## src/rtl/cordic_vectoring.sv

```systemverilog
// Iterative vectoring-mode CORDIC: (x0, y0) in Q7.8 -> magnitude (Q7.8) and
// atan2(y0, x0) in degrees (Q8.8), one micro-rotation per clock.
module cordic_vectoring #(
    parameter int WIDTH = 16,
    parameter int FRAC  = 8,
    parameter int ITER  = 12,
    parameter int GUARD = 4
) (
    input  logic                    clk_i,
    input  logic                    rst_i,
    input  logic                    start_i,
    input  logic signed [WIDTH-1:0] x0_i,
    input  logic signed [WIDTH-1:0] y0_i,
    output logic signed [WIDTH-1:0] mag_o,
    output logic signed [WIDTH:0]   zn_o,
    output logic                    busy_o,
    output logic                    done_o
);

    localparam int IW     = WIDTH + GUARD + 2;
    localparam int SF     = FRAC + GUARD;
    localparam int MS     = 2 * GUARD + FRAC;
    localparam int PW     = IW + SF + 2;
    localparam int CW     = 5;
    localparam int SH_UP  = (SF >= 12) ? SF - 12 : 0;
    localparam int SH_DN  = (SF >= 12) ? 0 : 12 - SF;
    localparam int ZR_SH  = (GUARD > 0) ? GUARD - 1 : 0;

    // Angle table and gain constant are tabulated at 2^12 and rescaled to the datapath.
    localparam longint K_SF = (64'sd2487 <<< SH_UP) >>> SH_DN;
    localparam logic signed [PW-1:0]  K_W       = PW'(K_SF);
    localparam logic signed [PW-1:0]  RND_M     = PW'(64'sd1 <<< (MS - 1));
    localparam logic signed [PW-1:0]  MAG_MAX   = PW'((64'sd1 <<< (WIDTH - 1)) - 64'sd1);
    localparam logic signed [WIDTH-1:0] MAG_SAT = {1'b0, {(WIDTH-1){1'b1}}};
    localparam logic signed [IW-1:0]  RND_Z     = (GUARD > 0) ? IW'(64'sd1 <<< ZR_SH) : '0;
    localparam logic signed [IW-1:0]  Z90       = IW'(64'sd90 <<< SF);
    localparam logic signed [IW-1:0]  Z180      = IW'(64'sd180 <<< FRAC);
    localparam logic signed [WIDTH:0] ZN180     = (WIDTH+1)'(64'sd180 <<< FRAC);

    function automatic logic signed [IW-1:0] atan_lut(input logic [3:0] idx);
        longint a;
        case (idx)
            4'd0:    a = 64'sd184320;
            4'd1:    a = 64'sd108810;
            4'd2:    a = 64'sd57492;
            4'd3:    a = 64'sd29183;
            4'd4:    a = 64'sd14649;
            4'd5:    a = 64'sd7331;
            4'd6:    a = 64'sd3667;
            4'd7:    a = 64'sd1833;
            4'd8:    a = 64'sd917;
            4'd9:    a = 64'sd458;
            4'd10:   a = 64'sd229;
            4'd11:   a = 64'sd115;
            4'd12:   a = 64'sd57;
            4'd13:   a = 64'sd29;
            4'd14:   a = 64'sd14;
            default: a = 64'sd7;
        endcase
        return IW'((a <<< SH_UP) >>> SH_DN);
    endfunction

    typedef enum logic [1:0] {S_IDLE = 2'd0, S_ITER = 2'd1, S_SCALE = 2'd2} state_t;

    state_t                  r_state, w_state_next;
    logic [CW-1:0]           r_cnt;
    logic signed [IW-1:0]    r_x, r_y, r_z;
    logic                    r_zero, r_negx;
    logic signed [WIDTH-1:0] r_mag;
    logic signed [WIDTH:0]   r_zn;
    logic                    r_done;

    logic                    w_load, w_step, w_finish, w_busy, w_last;
    logic signed [IW-1:0]    w_x0e, w_y0e, w_px, w_py, w_pz;
    logic signed [IW-1:0]    w_xs, w_ys, w_a, w_xn, w_yn, w_zn_acc, w_zr;
    logic signed [PW-1:0]    w_xw, w_prod, w_mag_full;
    logic signed [WIDTH-1:0] w_mag;
    logic signed [WIDTH:0]   w_zn;

    always_ff @(posedge clk_i) begin
        if (rst_i) r_state <= S_IDLE;
        else       r_state <= w_state_next;
    end

    assign w_last = (r_cnt == CW'(ITER - 1));

    always_comb begin
        w_state_next = r_state;
        case (r_state)
            S_IDLE:  if (start_i) w_state_next = S_ITER;
            S_ITER:  if (w_last)  w_state_next = S_SCALE;
            S_SCALE: w_state_next = S_IDLE;
            default: w_state_next = S_IDLE;
        endcase
    end

    always_comb begin
        w_load   = (r_state == S_IDLE) && start_i;
        w_step   = (r_state == S_ITER);
        w_finish = (r_state == S_SCALE);
        w_busy   = (r_state != S_IDLE);
    end

    // Quadrant pre-rotation brings the vector into the right half-plane.
    assign w_x0e = {{(IW-WIDTH){x0_i[WIDTH-1]}}, x0_i} <<< GUARD;
    assign w_y0e = {{(IW-WIDTH){y0_i[WIDTH-1]}}, y0_i} <<< GUARD;

    always_comb begin
        w_px = w_x0e;
        w_py = w_y0e;
        w_pz = '0;
        if (x0_i[WIDTH-1]) begin
            if (!y0_i[WIDTH-1]) begin
                w_px = w_y0e;
                w_py = -w_x0e;
                w_pz = Z90;
            end else begin
                w_px = -w_y0e;
                w_py = w_x0e;
                w_pz = -Z90;
            end
        end
    end

    assign w_xs     = r_x >>> r_cnt;
    assign w_ys     = r_y >>> r_cnt;
    assign w_a      = atan_lut(r_cnt[3:0]);
    assign w_xn     = r_y[IW-1] ? (r_x - w_ys) : (r_x + w_ys);
    assign w_yn     = r_y[IW-1] ? (r_y + w_xs) : (r_y - w_xs);
    assign w_zn_acc = r_y[IW-1] ? (r_z - w_a)  : (r_z + w_a);

    assign w_xw       = {{(PW-IW){r_x[IW-1]}}, r_x};
    assign w_prod     = w_xw * K_W;
    assign w_mag_full = (w_prod + RND_M) >>> MS;
    assign w_mag      = (w_mag_full > MAG_MAX) ? MAG_SAT : w_mag_full[WIDTH-1:0];

    // Angles that drift past +/-180 by the residual error are folded onto +180.
    assign w_zr = (r_z + RND_Z) >>> GUARD;
    assign w_zn = ((w_zr > Z180) || (w_zr <= -Z180)) ? ZN180 : w_zr[WIDTH:0];

    always_ff @(posedge clk_i) begin
        if (rst_i) begin
            r_x    <= '0;
            r_y    <= '0;
            r_z    <= '0;
            r_cnt  <= '0;
            r_zero <= 1'b0;
            r_negx <= 1'b0;
            r_mag  <= '0;
            r_zn   <= '0;
            r_done <= 1'b0;
        end else begin
            r_done <= w_finish;
            if (w_load) begin
                r_x    <= w_px;
                r_y    <= w_py;
                r_z    <= w_pz;
                r_cnt  <= '0;
                r_zero <= (x0_i == '0) && (y0_i == '0);
                r_negx <= x0_i[WIDTH-1] && (y0_i == '0);
            end else if (w_step) begin
                r_x   <= w_xn;
                r_y   <= w_yn;
                r_z   <= w_zn_acc;
                r_cnt <= w_last ? '0 : r_cnt + CW'(1);
            end
            if (w_finish) begin
                r_mag <= r_zero ? '0 : w_mag;
                r_zn  <= r_zero ? '0 : (r_negx ? ZN180 : w_zn);
            end
        end
    end

    assign mag_o  = r_mag;
    assign zn_o   = r_zn;
    assign busy_o = w_busy;
    assign done_o = r_done;

endmodule

```

## config.mk

```make
export PLATFORM = sky130hd
export DESIGN_NAME = cordic_vectoring
export DESIGN_NICKNAME = d
export VERILOG_FILES = /design/src/rtl/cordic_vectoring.sv
export SDC_FILE = /design/constraint.sdc
export NUM_CORES = 1
export LEC_CHECK = 0
export ABC_CLOCK_PERIOD_IN_PS = 6100
export CORE_MARGIN = 3
export CORE_UTILIZATION = 40
export DETAILED_ROUTE_END_ITERATION = 16
export PLACE_DENSITY_LB_ADDON = 0.12
export RECOVER_POWER = 50
export SYNTH_ARGS = -nofsm -noshare
export SYNTH_HDL_FRONTEND = slang
export SYNTH_SLANG_ARGS = --single-unit
```

## constraint.sdc

```tcl
create_clock -name clk_i -period 6.1 [get_ports clk_i]
set_input_delay 1.22 -clock clk_i [delete_from_list [all_inputs] [get_ports clk_i]]
set_output_delay 1.22 -clock clk_i [all_outputs]
set_load 0.005 [all_outputs]
```

==> flow_metrics.env <==
export IMPL_holdWs_ns=0.446
export IMPL_rows=77
export IMPL_antenna_found_initial=5
export IMPL_ys_seq_area_share_pct=14.1
export IMPL_drtIter0Drc=1269
export IMPL_grt_pass1_vias=16113
export IMPL_postCtsSetupRepairBufs=0
export IMPL_path_class="register to register"
export IMPL_end_kind="register"
export IMPL_cts_tree="yes"
export IMPL_gp_congestion=0.926
export IMPL_grt_max_degree=60
export IMPL_ys_top_cells_by_area="ha_1 14%, dfxtp_1 14%, fa_1 13%"
export IMPL_grt_usage_pct=24.2
export IMPL_cts_htree_levels=4
export IMPL_synthCells=2159
export IMPL_hold_viol_final=0
export IMPL_critPathMaxFanout=9
export IMPL_syn_to_final_growth_pct=11.9
export IMPL_worstSetupStartpointType="register"
export IMPL_drv_cap=1
export IMPL_crit_path_frequent_cell="fa_1"
export IMPL_worst_path_max_delay_cell="fa_1"
export IMPL_avgSynthCellArea_um2=8.35
export IMPL_clk_pin_slew_ns=0.06
export IMPL_synth_top_cell_by_area="ha_1"
export IMPL_yosys_warnings=0
export IMPL_dp_hpwl_um=46000
export IMPL_routedWlPerCell_um=20.3
export IMPL_async_flop_share_pct=0
export IMPL_cellPowerDensity_nw_per_um2=481
export IMPL_drc=0
export IMPL_clock_fmax_mhz=175
export IMPL_ctsResizeCount=0
export IMPL_setup_viol=0
export IMPL_clk_root_buffer_cell="clkbuf_16"
export IMPL_synth_edf_count=0
export IMPL_min_period_ns=5.71
export IMPL_grt_ovfl_total=0
export IMPL_die_area_um2=47700
export IMPL_cp_arrival_ns=6.04
export IMPL_initial_core_util_pct=40.6
export IMPL_p_leak_nw=9.05
export IMPL_drive_gt1_share_pct=8.77
export IMPL_netlist_area_um2=18000
export IMPL_viasPerCell=5.79
export IMPL_fin_crit_sh_pct=93.7
export IMPL_synth_ff_type="dfxtp_1"
export IMPL_vias=16313
export IMPL_cp_data_required_time_ns=6.43
export IMPL_crit_chain="buf_4 -> ha_1 -> inv_1 -> fa_1 -> inv_1 -> fa_1 -> fa_1 -> fa_1 -> ha_1 -> ha_1 -> a21o_1 -> a21oi_1 -> o22ai_1 -> or2_2 -> a21o_1 -> a21oi_1 -> o21ai_0 -> xor2_1 -> a31oi_1 -> o21ai_0"
export IMPL_drt_wl_total_um=57200
export IMPL_layout_nets=2571
export IMPL_finalClockSkew_ns=0.00809
export IMPL_violations="max-capacitance violations, max-slew violations"
export IMPL_max_stage_delay_ns=0.52
export IMPL_dr_pass1_iters=5
export IMPL_ios=70
export IMPL_grt_pass1_wl_um=90100
export IMPL_synth_distinct_cells=81
export IMPL_rsz0062_at_grt="false"
export IMPL_clock_sinks=127
export IMPL_ir_worst_vdd_uv=500
export IMPL_status="finished with violations"
export IMPL_fp_dieH_um=218
export IMPL_synth_top_cell_area_share_pct=14.4
export IMPL_worst_pin_slew_ns=2.02
export IMPL_cts_buffers=17
export IMPL_timing_slew_headroom_pct=-35.0
export IMPL_die_w_um=218
export IMPL_n_fill_cell=4428
export IMPL_finalSetupTns_ns=0
export IMPL_drt_antenna_violating_nets=0
export IMPL_cts_hold_buf=0
export IMPL_clk_latency_ns=0.48
export IMPL_clockBufferDepth=2
export IMPL_slew_viol_final=38
export IMPL_io_buffers=69
export IMPL_core_area_um2=44400
export IMPL_hold_path_class="register to register"
export IMPL_syn_nets=2520
export IMPL_synth_seq_cells=127
## worst max-delay path: cells and delay by family, from the launching register on
kind,cells,cell delay [ns]
adder cells (fa/ha/maj),7,2.82
AO/OA/AOI/OAI,8,1.53
flip-flops,1,0.35
AND/OR/NAND/NOR,1,0.33
buffers and inverters,3,0.31
XOR/XNOR,1,0.21
## power breakdown
group / total [mW] / internal (mW) / leakage [nW] / switching, mW
clock network: 1.08 / 0.629 / 0.295 / 0.449
registers: 1.10 / 0.913 / 1.04 / 0.182
logic: 7.53 / 3.29 / 7.71 / 4.24
total: 9.70 / 4.83 / 9.05 / 4.87
## metal layers
| layer | share of wire (%) | vias up | global-route usage, % | wire, um |
|---|---|---|---|---|
| met2 | 47 | 440 | 40.1 | 27100 |
| met4 | 2.6 | 8 | 7.81 | 1510 |
| met1 | 44 | 7945 | 32.1 | 25200 |
| met5 | 0.089 | - | 0 | 51 |
| li1 | - | 7828 | - | - |
| met3 | 5.6 | 92 | 4.49 | 3230 |
## area by class of cell
cell class / count / area [um^2] / share of cell area (%)
multi-input combinational: 1729 / 14300 / 71.0
sequential: 127 / 2550 / 12.7
timing repair buffer: 139 / 1220 / 6.04
clock buffer: 19 / 453 / 2.25
tap: 592 / 741 / 3.67
antenna: 1 / 2.50 / 0.0124
inverter: 196 / 736 / 3.65
clock inverter: 13 / 151 / 0.750
## layout by cell type, fill, tap and decap left out, types with 44 or more instances in the layout
master / instances
ha_1: 207
inv_1: 194
nor2_1: 183
nand2_1: 180
a21oi_1: 142
dfxtp_1: 121
fa_1: 119
o21ai_0: 108
xnor2_1: 88
buf_4: 65
xor2_1: 62
nor3_1: 49
mux4_2: 48
nand3_1: 48
a31oi_1: 47
a21o_1: 44
## metrics by stage
stage / instance area [um^2] / power, mW / instances / util (%) / setup slack [ns]
final: 20200 / 9.70 / 2816 / 45.4 / 0.386
after global routing: 20200 / 10.8 / 2815 / 45.4 / 0.0682
after CTS: 20200 / 9.78 / 2815 / 45.4 / 0.167
after detailed placement: 19600 / 8.62 / 2783 / 44.1 / 0.201
after global placement: 19600 / 8.55 / 2783 / 44.1 / 0.329
after floorplan: 18000 / 6.73 / 2159 / - / 0.580
## worst paths after layout
| path | end | slack, ns | depth (start not counted) | start |
|---|---|---|---|---|
| min reg2reg | zn_o[15]$_SDFFE_PP0P_ | 0.45 | 1 | zn_o[15]$_SDFFE_PP0P_ |
| min | zn_o[15]$_SDFFE_PP0P_ | 0.45 | 1 | zn_o[15]$_SDFFE_PP0P_ |
| max reg2reg | mag_o[10]$_SDFFE_PP0P_ | 0.39 | 20 | r_x[10]$_SDFFE_PP0P_ |
| max | mag_o[10]$_SDFFE_PP0P_ | 0.39 | 20 | r_x[10]$_SDFFE_PP0P_ |
## flip-flops by register name (all words and copies together), names as in the netlist
signal and cells:
r_y 22, r_cnt 5, mag_o 16, w_a 18, r_negx 1, done_o 1, r_z 22, r_x 22
r_zero 1, r_state 2, zn_o 17
## cells by family after synthesis
group / share of synthesized area, %
compound gates: 20.1
mux: 9.04
simple gates: 15.3
buf+inv: 6.57
flops: 14.1
fa+ha+maj: 27.6
xor+xnor: 7.29
## synthesized netlist by cell type (22+ instances only)
master,instances
a21o_1,44
nor2_1,183
o21a_1,26
ha_1,207
nor3_1,49
xor2_1,62
mux4_2,48
a211oi_1,41
o21ai_0,109
inv_1,194
buf_1,22
clkbuf_1,72
fa_1,119
a21oi_1,142
nand3_1,49
mux2i_1,32
xnor2_1,88
dfxtp_1,127
a31oi_1,47
nand2_1,180
Power figures use the tool's default switching activity.
